[config.mk]
export PLATFORM = sky130hd
export DESIGN_NAME = spi_sd_port_flat
export DESIGN_NICKNAME = d
export VERILOG_FILES = /design/src/rtl/spi_sd_port_pkg.sv /design/src/rtl/spi_sd_port_if.sv /design/src/rtl/spi_sd_port_shift_engine.sv /design/src/rtl/spi_sd_port.sv /design/src/flat_wrapper.sv
export SDC_FILE = /design/constraint.sdc
export NUM_CORES = 1
export LEC_CHECK = 0
export ABC_AREA = 1
export BUFFER_PORTS_ARGS = -buffer_cell sky130_fd_sc_hd__buf_2
export CAP_MARGIN = 5
export CORE_UTILIZATION = 45
export DETAILED_ROUTE_END_ITERATION = 7
export GPL_TIMING_DRIVEN = 0
export PLACE_DENSITY_LB_ADDON = 0.05
export SLEW_MARGIN = 10
export SYNTH_ARGS = -nofsm -noshare
export SYNTH_HDL_FRONTEND = slang
export SYNTH_SLANG_ARGS = --single-unit
[constraint.sdc]
create_clock -name clk_i -period 1.8 [get_ports clk_i]
set_input_delay 0.09 -clock clk_i [delete_from_list [all_inputs] [get_ports clk_i]]
set_output_delay 0.09 -clock clk_i [all_outputs]
set_load 0.05 [all_outputs]
[src/rtl/spi_sd_port_pkg.sv]
// Shared definitions for the SD-card SPI port: register offsets, STAT bit positions
// and the shift-engine state encoding.
package spi_sd_port_pkg;

  // Register offsets within the 0x7000-0x7003 window
  localparam logic [1:0] SpiData = 2'd0;
  localparam logic [1:0] SpiStat = 2'd1;
  localparam logic [1:0] SpiDiv  = 2'd2;
  localparam logic [1:0] SpiCsr  = 2'd3;

  // STAT bit positions
  localparam int unsigned StatBusy = 7;
  localparam int unsigned StatDone = 6;
  localparam int unsigned StatOvr  = 5;
  localparam int unsigned StatIe   = 0;

  typedef enum logic [1:0] {
    StIdle,
    StLow,
    StHigh,
    StDone
  } spi_state_e;

endpackage

[src/rtl/spi_sd_port_if.sv]
// CPU-side bus of the SD SPI port: chip select, write strobe, register select,
// write data, combinational read data and the active-low interrupt.
interface spi_sd_port_if;

  logic       cs;
  logic       we;
  logic [1:0] rs;
  logic [7:0] di;
  logic [7:0] rdata;
  logic       irq_n;

  modport master (
    output cs, we, rs, di,
    input  rdata, irq_n
  );

  modport slave (
    input  cs, we, rs, di,
    output rdata, irq_n
  );

endinterface

[src/rtl/spi_sd_port_shift_engine.sv]
// Mode-0 SPI shift engine: half-period divider, IDLE/LOW/HIGH/DONE sequencer,
// MSB-first TX/RX shift registers and the MISO synchronizer.
module spi_sd_port_shift_engine
  import spi_sd_port_pkg::*;
#(
  parameter logic [7:0] FillByte = 8'hFF
) (
  input  logic       clk_i,
  input  logic       rst_i,
  input  logic       start_i,
  input  logic [7:0] tx_i,
  input  logic [7:0] div_i,
  input  logic       miso_i,
  output logic       busy_o,
  output logic       done_pulse_o,
  output logic [7:0] rx_o,
  output logic       sclk_o,
  output logic       mosi_o
);

  spi_state_e state_q, state_d;
  logic [7:0] cnt_q, cnt_d;
  logic [7:0] tx_q, tx_d;
  logic [7:0] rx_q, rx_d;
  logic [2:0] bit_q, bit_d;
  logic       sclk_q, sclk_d;
  logic       miso_meta_q, miso_sync_q;

  // Two-flop synchronizer on the asynchronous card MISO
  always_ff @(posedge clk_i or posedge rst_i) begin
    if (rst_i) begin
      miso_meta_q <= 1'b1;
      miso_sync_q <= 1'b1;
    end else begin
      miso_meta_q <= miso_i;
      miso_sync_q <= miso_meta_q;
    end
  end

  // Sequencer, divider and shift-register state
  always_ff @(posedge clk_i or posedge rst_i) begin
    if (rst_i) begin
      state_q <= StIdle;
      cnt_q   <= 8'd0;
      tx_q    <= FillByte;
      rx_q    <= 8'h00;
      bit_q   <= 3'd0;
      sclk_q  <= 1'b0;
    end else begin
      state_q <= state_d;
      cnt_q   <= cnt_d;
      tx_q    <= tx_d;
      rx_q    <= rx_d;
      bit_q   <= bit_d;
      sclk_q  <= sclk_d;
    end
  end

  // Next-state: each phase lasts div+1 cycles; div is sampled only at reload
  always_comb begin
    state_d      = state_q;
    cnt_d        = cnt_q;
    tx_d         = tx_q;
    rx_d         = rx_q;
    bit_d        = bit_q;
    sclk_d       = sclk_q;
    done_pulse_o = 1'b0;
    unique case (state_q)
      StIdle, StDone: begin
        state_d = StIdle;
        if (start_i) begin
          state_d = StLow;
          cnt_d   = div_i;
          tx_d    = tx_i;
          bit_d   = 3'd0;
        end
      end
      StLow: begin
        if (cnt_q == 8'd0) begin
          state_d = StHigh;
          cnt_d   = div_i;
          sclk_d  = 1'b1;
          rx_d    = {rx_q[6:0], miso_sync_q};
        end else begin
          cnt_d = cnt_q - 8'd1;
        end
      end
      StHigh: begin
        if (cnt_q == 8'd0) begin
          cnt_d  = div_i;
          sclk_d = 1'b0;
          bit_d  = bit_q + 3'd1;
          if (bit_q == 3'd7) begin
            // Done is flagged on the same edge busy drops
            state_d      = StDone;
            tx_d         = FillByte;
            done_pulse_o = 1'b1;
          end else begin
            state_d = StLow;
            tx_d    = {tx_q[6:0], FillByte[7]};
          end
        end else begin
          cnt_d = cnt_q - 8'd1;
        end
      end
      default: state_d = StIdle;
    endcase
  end

  assign busy_o = (state_q == StLow) || (state_q == StHigh);
  assign rx_o   = rx_q;
  assign sclk_o = sclk_q;
  // tx_q holds the fill byte whenever no transfer is running
  assign mosi_o = tx_q[7];

endmodule

[src/rtl/spi_sd_port.sv]
// SD-card SPI master on the 65C02 bus: DATA/STAT/DIV/CSR register file, combinational
// read mux and interrupt, wrapped around the shift engine.
module spi_sd_port
  import spi_sd_port_pkg::*;
#(
  parameter logic [7:0] DivReset = 8'd67,
  parameter logic [7:0] FillByte = 8'hFF
) (
  input  logic         clk_i,
  input  logic         rst_i,
  spi_sd_port_if.slave cpu,
  output logic         sd_clk_o,
  output logic         sd_cs_o,
  output logic         sd_mosi_o,
  input  logic         sd_miso_i
);

  logic [7:0] div_q, div_d;
  logic       ie_q, ie_d;
  logic       done_q, done_d;
  logic       ovr_q, ovr_d;
  logic       sd_cs_q, sd_cs_d;

  logic       wr_en, data_acc, start, busy, done_pulse;
  logic [7:0] rx;

  assign wr_en    = cpu.cs & cpu.we;
  assign data_acc = cpu.cs & (cpu.rs == SpiData);
  assign start    = wr_en & (cpu.rs == SpiData) & ~busy;

  spi_sd_port_shift_engine #(
    .FillByte (FillByte)
  ) u_engine (
    .clk_i        (clk_i),
    .rst_i        (rst_i),
    .start_i      (start),
    .tx_i         (cpu.di),
    .div_i        (div_q),
    .miso_i       (sd_miso_i),
    .busy_o       (busy),
    .done_pulse_o (done_pulse),
    .rx_o         (rx),
    .sclk_o       (sd_clk_o),
    .mosi_o       (sd_mosi_o)
  );

  // Bus-visible register state
  always_ff @(posedge clk_i or posedge rst_i) begin
    if (rst_i) begin
      div_q   <= DivReset;
      ie_q    <= 1'b0;
      done_q  <= 1'b0;
      ovr_q   <= 1'b0;
      sd_cs_q <= 1'b1;
    end else begin
      div_q   <= div_d;
      ie_q    <= ie_d;
      done_q  <= done_d;
      ovr_q   <= ovr_d;
      sd_cs_q <= sd_cs_d;
    end
  end

  // Register writes; any DATA access clears done, but a completing transfer wins
  always_comb begin
    div_d   = div_q;
    ie_d    = ie_q;
    done_d  = done_q;
    ovr_d   = ovr_q;
    sd_cs_d = sd_cs_q;
    if (wr_en) begin
      unique case (cpu.rs)
        SpiData: if (busy) ovr_d = 1'b1;
        SpiStat: begin
          ie_d = cpu.di[StatIe];
          if (cpu.di[StatOvr])  ovr_d  = 1'b0;
          if (cpu.di[StatDone]) done_d = 1'b0;
        end
        SpiDiv:  div_d   = cpu.di;
        SpiCsr:  sd_cs_d = cpu.di[0];
        default: ;
      endcase
    end
    if (data_acc)   done_d = 1'b0;
    if (done_pulse) done_d = 1'b1;
  end

  // Combinational read mux
  always_comb begin
    cpu.rdata = 8'h00;
    unique case (cpu.rs)
      SpiData: cpu.rdata = rx;
      SpiStat: cpu.rdata = {busy, done_q, ovr_q, 4'b0000, ie_q};
      SpiDiv:  cpu.rdata = div_q;
      SpiCsr:  cpu.rdata = {7'b0000000, sd_cs_q};
      default: cpu.rdata = 8'h00;
    endcase
  end

  assign cpu.irq_n = ~(done_q & ie_q);
  assign sd_cs_o   = sd_cs_q;

endmodule
[src/flat_wrapper.sv]
// flat-port wrapper written by rule: the top's interface ports become plain ports
module spi_sd_port_flat import spi_sd_port_pkg::*;
#(
  parameter logic [7:0] DivReset = 8'd67,
  parameter logic [7:0] FillByte = 8'hFF
)
  (clk_i, rst_i, sd_clk_o, sd_cs_o, sd_mosi_o, sd_miso_i, cpu_cs, cpu_we, cpu_rs, cpu_di, cpu_rdata, cpu_irq_n);
  spi_sd_port_if cpu_i ();
  input  logic clk_i;
  input  logic rst_i;
  output logic sd_clk_o;
  output logic sd_cs_o;
  output logic sd_mosi_o;
  input  logic sd_miso_i;
  input wire logic [$bits(cpu_i.cs)-1:0] cpu_cs;
  input wire logic [$bits(cpu_i.we)-1:0] cpu_we;
  input wire logic [$bits(cpu_i.rs)-1:0] cpu_rs;
  input wire logic [$bits(cpu_i.di)-1:0] cpu_di;
  output wire logic [$bits(cpu_i.rdata)-1:0] cpu_rdata;
  output wire logic [$bits(cpu_i.irq_n)-1:0] cpu_irq_n;
  assign cpu_i.cs = cpu_cs;
  assign cpu_i.we = cpu_we;
  assign cpu_i.rs = cpu_rs;
  assign cpu_i.di = cpu_di;
  assign cpu_rdata = cpu_i.rdata;
  assign cpu_irq_n = cpu_i.irq_n;
  spi_sd_port #(.DivReset(DivReset), .FillByte(FillByte)) u_core (.clk_i(clk_i), .rst_i(rst_i), .cpu(cpu_i), .sd_clk_o(sd_clk_o), .sd_cs_o(sd_cs_o), .sd_mosi_o(sd_mosi_o), .sd_miso_i(sd_miso_i));
endmodule
Yosys cells after proc, flatten, opt, wreduce, memory -nomap -nowiden:

Cells that the tools add are included.

* logic and storage cells: 85
* bits in registers: 44
* input port bits: 15

* mux-type cells: 30
* add/sub/neg operators: 2
* reduce and logical (&&, ||, !) cells: 21
* equality and inequality tests: 12
* bitwise logic cells: 7

Operators by type and width (number)
* $mux 8: 5
* $pmux 8 s2: 2
* $pmux 8 s4: 1
* $mux 1: 13
* $reduce_and 2->1: 5
* $reduce_and 3->1: 3
* $reduce_bool 3->1: 3
* $eq 2x2->1 const B: 4
* $logic_not 8->1: 1
* $sub 8x1->8 const B: 1
* $mux 2: 3
* $mux 3: 2
* $ne 2x2->1 const B: 3
* $pmux 2 s3: 1
* $pmux 3 s2: 1
* $reduce_bool 2->1: 3
* $and 1x1->1: 5
* $eq 2x1->1 const B: 2
* $logic_not 2->1: 2
* $ne 2x1->1 const B: 2
* $pmux 1 s2: 2
* $reduce_and 4->1: 1
* $reduce_or 2->1: 2
* $add 3x1->3 const B: 1
* other kinds (3): 4

Logic depth before layout (Yosys ltp):

Gate-level depths: netlist (run 1).

* word-level depth: 6
* depth in mapped cells: 10
* mapped depth without buffers: 10

Modules after synthesis:

From an unflattened synthesis (run 1), not the netlist that was laid out.

* cells, all modules: 284
* area total of the unflattened synthesis: 2488.6 um^2

By module, submodules not included
* spi_sd_port_shift_engine: cells each 194, times used 1, area an instance 1774.2 um^2
* spi_sd_port: cells each 90, times used 1, area an instance 714.4 um^2

Least setup slack after synthesis (run 1):

OpenSTA, ideal clock, no wires.

* path kind: flip-flop to output port
* start point: register u_core.sd_cs_q (netlist: u_core.sd_cs_o)
* end point: output cpu_rdata[0]
* arrival: 1387 ps
* cell stages (with the launch flop): 5
* path buffers: 0
* required time: 1710 ps
* setup slack: 323 ps
* path through: dfstp_2 nand3_1 o21ai_1 a21oi_1 o21ai_1

* word-level cells in the longest chain between the ends: 1

RTL lines
* from (decl): line spi_sd_port.sv:22 `logic sd_cs_q, sd_cs_d;`
* from (signal assigned): line spi_sd_port.sv:60 `sd_cs_q <= sd_cs_d;`
* $pmux 8 s4: line spi_sd_port.sv:91 `unique case (cpu.rs)`
* to (decl): line flat_wrapper.sv:19 `output wire logic [$bits(cpu_i.rdata)-1:0] cpu_rdata;`

No other way between the ends.

Worst setup path after layout (run 1):

* start point: register u_core.u_engine.state_q[0]
* end point: output cpu_rdata[7]

* word-level cells in the longest chain between the ends: 3
* elaborated cells on any way between the ends: 4

RTL lines
* from (decl): line spi_sd_port_shift_engine.sv:21 `spi_state_e state_q, state_d;`
* from (signal assigned): line spi_sd_port_shift_engine.sv:43 `state_q <= StIdle;`
* from (signal assigned): line spi_sd_port_shift_engine.sv:50 `state_q <= state_d;`
* $eq 2x1->1 or $eq 2x2->1 (tied branches): line spi_sd_port_shift_engine.sv:110 `assign busy_o = (state_q == StLow) || (state_q == StHigh);`
* $logic_or 1x1->1 (*): line spi_sd_port_shift_engine.sv:110
* $pmux 8 s4 (*): line spi_sd_port.sv:91

Mark *: on every way between the ends. The rest lies on a longest branch, timed or not.

==> results of run 1 <==
==> cells by family after synthesis <==
group	count (synthesis)
buffers and inverters	46
adders and majority gates	6
and+or+nand+nor	140
AOI/OAI and AO/OA	60
DFF	44
==> power by group <==
part	total, uW	internal (uW)	switching [uW]
Clock	846	499	347
Sequential	1080	1050	27.1
Combinational	287	85.0	202
==> state kept, by name, summed over array words and instances (netlist names), 2 cells and up <==
name,count
u_core.u_engine.rx_o,8
u_core.u_engine.cnt_q,8
u_core.div_q,8
u_core.u_engine.bit_q,3
u_core.u_engine.state_q,2
u_core.u_engine.tx_q,8
==> synthesized netlist by cell type <==
cell       number
nand2_1        77
inv_1          33
dfrtp_1        30
nor2_1         23
o21ai_2        16
nand3_1        15
dfstp_2        14
nand2_2        14
o21ai_1        11
a21oi_1         9
inv_2           7
o21ai_0         7
a21oi_2         6
ha_1            6
o22ai_1         4
buf_6           3
nor2_2          3
nor2_4          3
o211ai_1        3
a211oi_1        2
buf_2           2
nand3_2         2
nand4_1         2
inv_4           1
nor3_1          1
o2111ai_1       1
o221ai_1        1
==> worst min path at each step <==
stage	cells past startpoint	to	start	slack, ns
final	3	u_core.div_q[6]	cpu_di[6]	0.07
after global routing	3	u_core.div_q[6]	cpu_di[6]	0.07
after CTS	3	u_core.div_q[6]	cpu_di[6]	0.06
after detailed placement	2	u_core.u_engine.bit_q[2]	rst_i	0.05
after global placement	1	u_core.u_engine.miso_meta_q	sd_miso_i	0.20
after floorplan	0	u_core.u_engine.miso_meta_q	sd_miso_i	0.09
==> routing by layer <==
metal  vias to the layer above  track usage (%)
li1                       1022                -
met2                        28            33.93
met3                         2            3.571
met1                       919            30.91
met4                         0            5.556
met5                         -                0
==> worst max-delay path: stages, from the launching register on <==
cell	delay [ns]
dfrtp_1	0.39
inv_1	0.08
ha_2	0.33
inv_2	0.12
nand2_1	0.07
o211ai_1	0.11
buf_4	0.24
==> layout make-up <==
type / instances / area, um2
buffer: 5 / 43.79
clock buffer: 7 / 97.59
clock inverter: 1 / 30.03
fill: 530 / 2320
inverter: 41 / 156.4
multi-input combinational: 206 / 1114
sequential: 44 / 1119
tap: 70 / 87.58
timing repair buffer: 29 / 172.7
==> timing repair <==
action,CTS,global route
hold buffers,2,0
resized for setup,1,1
setup buffers,0,0
endpoints found under the hold margin,13,0
endpoints found under the setup margin,1,1
==> through the flow <==
step / hold WS, ns / utilization (%) / instances / cell area (um2)
6_report: 0.06727 / 54.87 / 403 / 2820
3_5_place_dp: 0.05391 / 51.90 / 393 / 2668
3_3_place_gp: 0.1955 / 51.51 / 392 / 2648
2_1_floorplan: 0.09448 / - / 296 / 2430
4_1_cts: 0.06125 / 54.82 / 403 / 2818
5_1_grt: 0.06846 / 54.87 / 403 / 2820
==> flow_summary.toml, run 1 <==
[synthesis]
yosysSeqAreaShare_pct = 46.04
synthSimpleGateAreaFrac_pct = 25.85
yosys_warnings = 0
yosys.area.top_type = "dfrtp_1"
yosysTopAreaCellShare_pct = 30.90
synth_top_family_by_area = "simple AND/OR/NAND/NOR gates"
synth_mux_area_share_pct = 0
synth_area_leaders = "dfrtp_1, dfstp_2, nand2_1, o21ai_2, inv_1"
netlist_area_um2 = 2430
synth_seq_cells = 44
synth_compound_area_share_pct = 16.79
synth-adder-area-share_pct = 3.090
synth_cell_types = 27
synthXorXnorAreaFrac_pct = 0
syn_area_per_cell_um2 = 8.209
synthesis.instances = 296
syn_nets = 317

[sta]
fin_crit_ns = 1.719
drv_slew = 0
worst_slew_pin_slew_ns = 0.3608
max-slew-margin-rel_pct = 75.76
tns_ns = 0
fmax_ghz = 0.5816
finalSetupViolCount = 0
timing.final.ws_setup_ns = 0.08056
rsz0062_at_grt = "no"
fin_crit_sh_pct = 95.52
finalClockSkew_ns = 0.005261
hold_viol = 0

[floorplanning]
dieHeight_um = 75.48
ioPinCount = 27
die_w_um = 75.48
start_util_pct = 47.27
die-area_um2 = 5697
core_um2 = 5140
placementRows = 26

[cts]
numClockSinks = 44
clk_latency_ns = 0.30
clkTransAtPathRegs_ns = 0.09
cts-root-buf = "clkbuf_8"
cts_tree = "yes"
cts_buffers = 5
clk_path_buf_depth = 2
h-tree-depth = 2

[route]
route.top_layer_used = "met4"
wl_met1_um = 2704
vias_per_cell = 4.891
wl_met3_um = 134
ant_nets = 0
dr_wl_met2_um = 2397
drcViolationCount = 0
dr.pass1.iters = 4
vias = 1971
drt-total-wl_um = 5265
avgRoutedWirePerCell_um = 13.06
drt_iter0_drc = 84

[run_status]
status = "completed"

[critical_path]
critical_path.startpoint_type = "register"
arrival_ns = 1.63
r2r-end = "u_core.u_engine.tx_q[5]"
crit_path_end = "cpu_rdata[7]"
setup.worst_path.start = "u_core.u_engine.state_q[0]"
r2r-start = "u_core.u_engine.bit_q[0]"
required_ns = 1.71
path_max_fanout = 6
end_kind = "output pin"
worstSetupPathType = "reg -> out"
r2r_setup_slack_ns = 0.24
ff2ff_path_depth = 6

[place]
place_ws_ns = 0.1713
hpwl_um = 4052
gp_congestion = 0.9007
port_buffers = 26

[global_route]
grt_usage_pct = 21.50
grt_pass1_wl_um = 9032
overflow = 0
antenna_found_initial = 0
grt_max_degree = 33
first_global_vias = 1940

[final_layout]
layout_common_cells = "nand2_1, inv_1, dfrtp_1"
fin_nets = 353
diodes = 0
mostFrequentLayoutCell = "nand2_1"
area_growth_pct = 16.07
drive_above_1_share_pct = 32.13

[power]
p_leak_uw = 0.001364
power.density_nw_per_um2 = 784.3
peakVddDrop_mv = 0.4200
power_uw = 2212

[min_path]
hp-class = "in -> reg"

[run]
cap_violations = 0
(Power assumes the default switching activity.)
==> run 2, diff against run 1 <==
--- a/config.mk
+++ b/config.mk
@@ -15,4 +15,5 @@
 export SLEW_MARGIN = 10
 export SYNTH_ARGS = -nofsm -noshare
 export SYNTH_HDL_FRONTEND = slang
+export SYNTH_HIERARCHICAL = 1
 export SYNTH_SLANG_ARGS = --single-unit
==> run 2 against run 1 <==
Against the previous run:
- maximum frequency is 2.1% lower
- final cell count fell by 1.2%
- clock power down 9.0%
- critical path depth up 5
- first-iteration DRC count is 65% higher
- sequential power is 46% higher
- final area grew 5.8%
- core utilization grew 2.4 points
- wire length increased by 3.5%
==> flow_summary.toml, run 2 <==
[min_path]
hp-class = "in -> reg"
min-delay-start = "cpu_di[1]"

[route]
dr.pass1.iters = 4
vias_per_cell = 4.937
vias = 1965
drt-total-wl_um = 5447
drcViolationCount = 0
drt_iter0_drc = 139
ant_nets = 0
avgRoutedWirePerCell_um = 13.69

[critical_path]
ff2ff_path_depth = 11
r2r-start = "u_core/u_engine/state_q[1]"
required_ns = 2.03
worstSetupPathType = "reg -> reg"
crit_buf_inv = 3
setup.worst_path.start = "u_core/u_engine/state_q[1]"
crit_chain = "ha_4, inv_8, clkinv_4, nand2_4, nor3_4, nor2_4, a21oi_4, o21ai_4, buf_4, nand2_1, o21ai_2"
critical_path.startpoint_type = "register"
end_kind = "register"
crit_family = "flip-flops"
crit_path_end = "u_core/u_engine/tx_q[6]"
path_max_fanout = 5
r2r_setup_slack_ns = 0.04
arrival_ns = 1.99
path_depth = 11
slowest_stage = "dfrtp_1"
r2r-end = "u_core/u_engine/tx_q[6]"
max_stage_delay_ns = 0.41

[synthesis]
yosysSeqAreaShare_pct = 44.95
synthFlopType = "dfrtp_1"
synth_area_leaders = "dfrtp_1, dfstp_2, nand2_1, nand3_1, o21ai_2"
yosysTopAreaCellShare_pct = 30.17
synth-async-reset-ratio_pct = 100.0
syn_area_per_cell_um2 = 8.763
yosys.area.top_type = "dfrtp_1"
ys_top_cells_by_count = "nand2_1, inv_1, dfrtp_1"
syn_nets = 305
synthesis.instances = 284
synth_cell_types = 34
synth.most_common_cell = "nand2_1"
yosys_warnings = 6
synth-edff-count = 0
synth_seq_cells = 44
netlist_area_um2 = 2489

[final_layout]
fillers = 493
drive_above_1_share_pct = 33.54
fin_nets = 348
area_growth_pct = 19.86
layout_common_cells = "nand2_1, dfrtp_1, inv_1"
mostFrequentLayoutCell = "nand2_1"
multi_input_area_um2 = 1195
final_util_pct = 57.31
seq_area_um2 = 1119
diodes = 0
final_cells = 398

[global_route]
antenna_found_initial = 0
overflow = 0
grt_usage_pct = 20.44
grt_pass1_wl_um = 9315
first_global_vias = 1969
grt_max_degree = 33

[floorplanning]
dieHeight_um = 76.37
core_um2 = 5205
die_w_um = 76.37
start_util_pct = 47.81
placementRows = 26
die-area_um2 = 5832
ioPinCount = 27

[power]
power.density_nw_per_um2 = 1562
p_leak_uw = 0.001482
peakVddDrop_mv = 0.8712

[cts]
cts_tree = "yes"
cts_buffers = 5
numClockSinks = 44
clk_latency_ns = 0.30
h-tree-depth = 2
cts-root-buf = "clkbuf_8"
clkTransAtPathRegs_ns = 0.09
clk_path_buf_depth = 2

[sta]
hold_viol = 0
rsz0062_at_grt = "yes"
max-slew-margin-rel_pct = 54.43
fin_crit_sh_pct = 97.57
finalSetupViolCount = 0
fin_crit_ns = 1.756
whs_ns = 0.02256
tns_ns = 0
fmax_ghz = 0.5694
finalClockSkew_ns = 0.01007
worst_slew_pin_slew_ns = 0.6826
drv_slew = 0

[place]
dp_cells = 378
port_buffers = 24
hpwl_um = 3991
gp_congestion = 0.8262

[run]
cap_violations = 0

[run_status]
status = "completed"
-- run 2: routing by layer --
layer / track usage, % / part of all wire (%) / up-vias
li1: - / - / 1011
met1: 28.21 / 50 / 915
met2: 32.61 / 46 / 33
met3: 3.713 / 3.1 / 6
met4: 6.346 / 1.2 / 0
met5: 0 / 0 / -
-- run 2: stage by stage --
stage                     cell area [um2]  setup slack [ns]  power [uW]
after floorplan                      2517           0.01214        3189
after global placement               2725           -0.1612        3564
after global routing                 2983          -0.03952        5012
after detailed placement             2725           -0.1748        3588
final                                2983           0.04366        4660
after CTS                            2910          0.002330        4515
-- run 2: power breakdown --
part / switching (uW) / total [uW] / internal, uW
combinational: 1370 / 2310 / 934
clock: 352 / 770 / 418
sequential: 222 / 1580 / 1360
-- run 2: tightest hold or removal path: stages --
cell     delay (ns)
buf_2          0.11
nand3_1        0.08
nand2_1        0.05
-- run 2: logic make-up after synthesis --
family | after synthesis | share of synthesized area [%]
AND/OR/NAND/NOR | 142 | 27.85
AO/OA/AOI/OAI | 49 | 15.18
flip-flops | 44 | 44.95
buffers and inverters | 41 | 8.295
adder cells (fa/ha/maj) | 6 | 3.017
XOR/XNOR | 2 | 0.7040
-- run 2: cell type report --
cell class	instances	share of cell area, %
Tap cell	70	2.936
Timing Repair Buffer	36	8.305
Buffer	6	2.433
Multi-Input combinational cell	199	40.06
Inverter	35	4.908
Clock buffer	5	2.307
Sequential cell	44	37.50
Clock inverter	3	1.552
-- run 2: worst min-delay path by stage --
| stage | slack [ns] | to | cells past startpoint |
|---|---|---|---|
| final | 0.02 | u_core/div_q[1] | 3 |
| after global routing | 0.04 | u_core/div_q[1] | 3 |
| after detailed placement | 0.16 | u_core/ovr_q | 2 |
| after global placement | 0.14 | u_core/ovr_q | 2 |
| after CTS | 0.01 | u_core/div_q[1] | 3 |
| after floorplan | -0.05 | u_core/div_q[2] | 1 |
-- run 2: what timing repair did --
action / 4_1_cts / 5_1_grt
endpoints found under the hold margin: 31 / 0
pin swaps: 3 / 0
hold buffers: 2 / 0
setup endpoints to repair: 12 / 12
setup buffers: 5 / 4
cloned: 0 / 1
gates resized for setup: 1 / 8
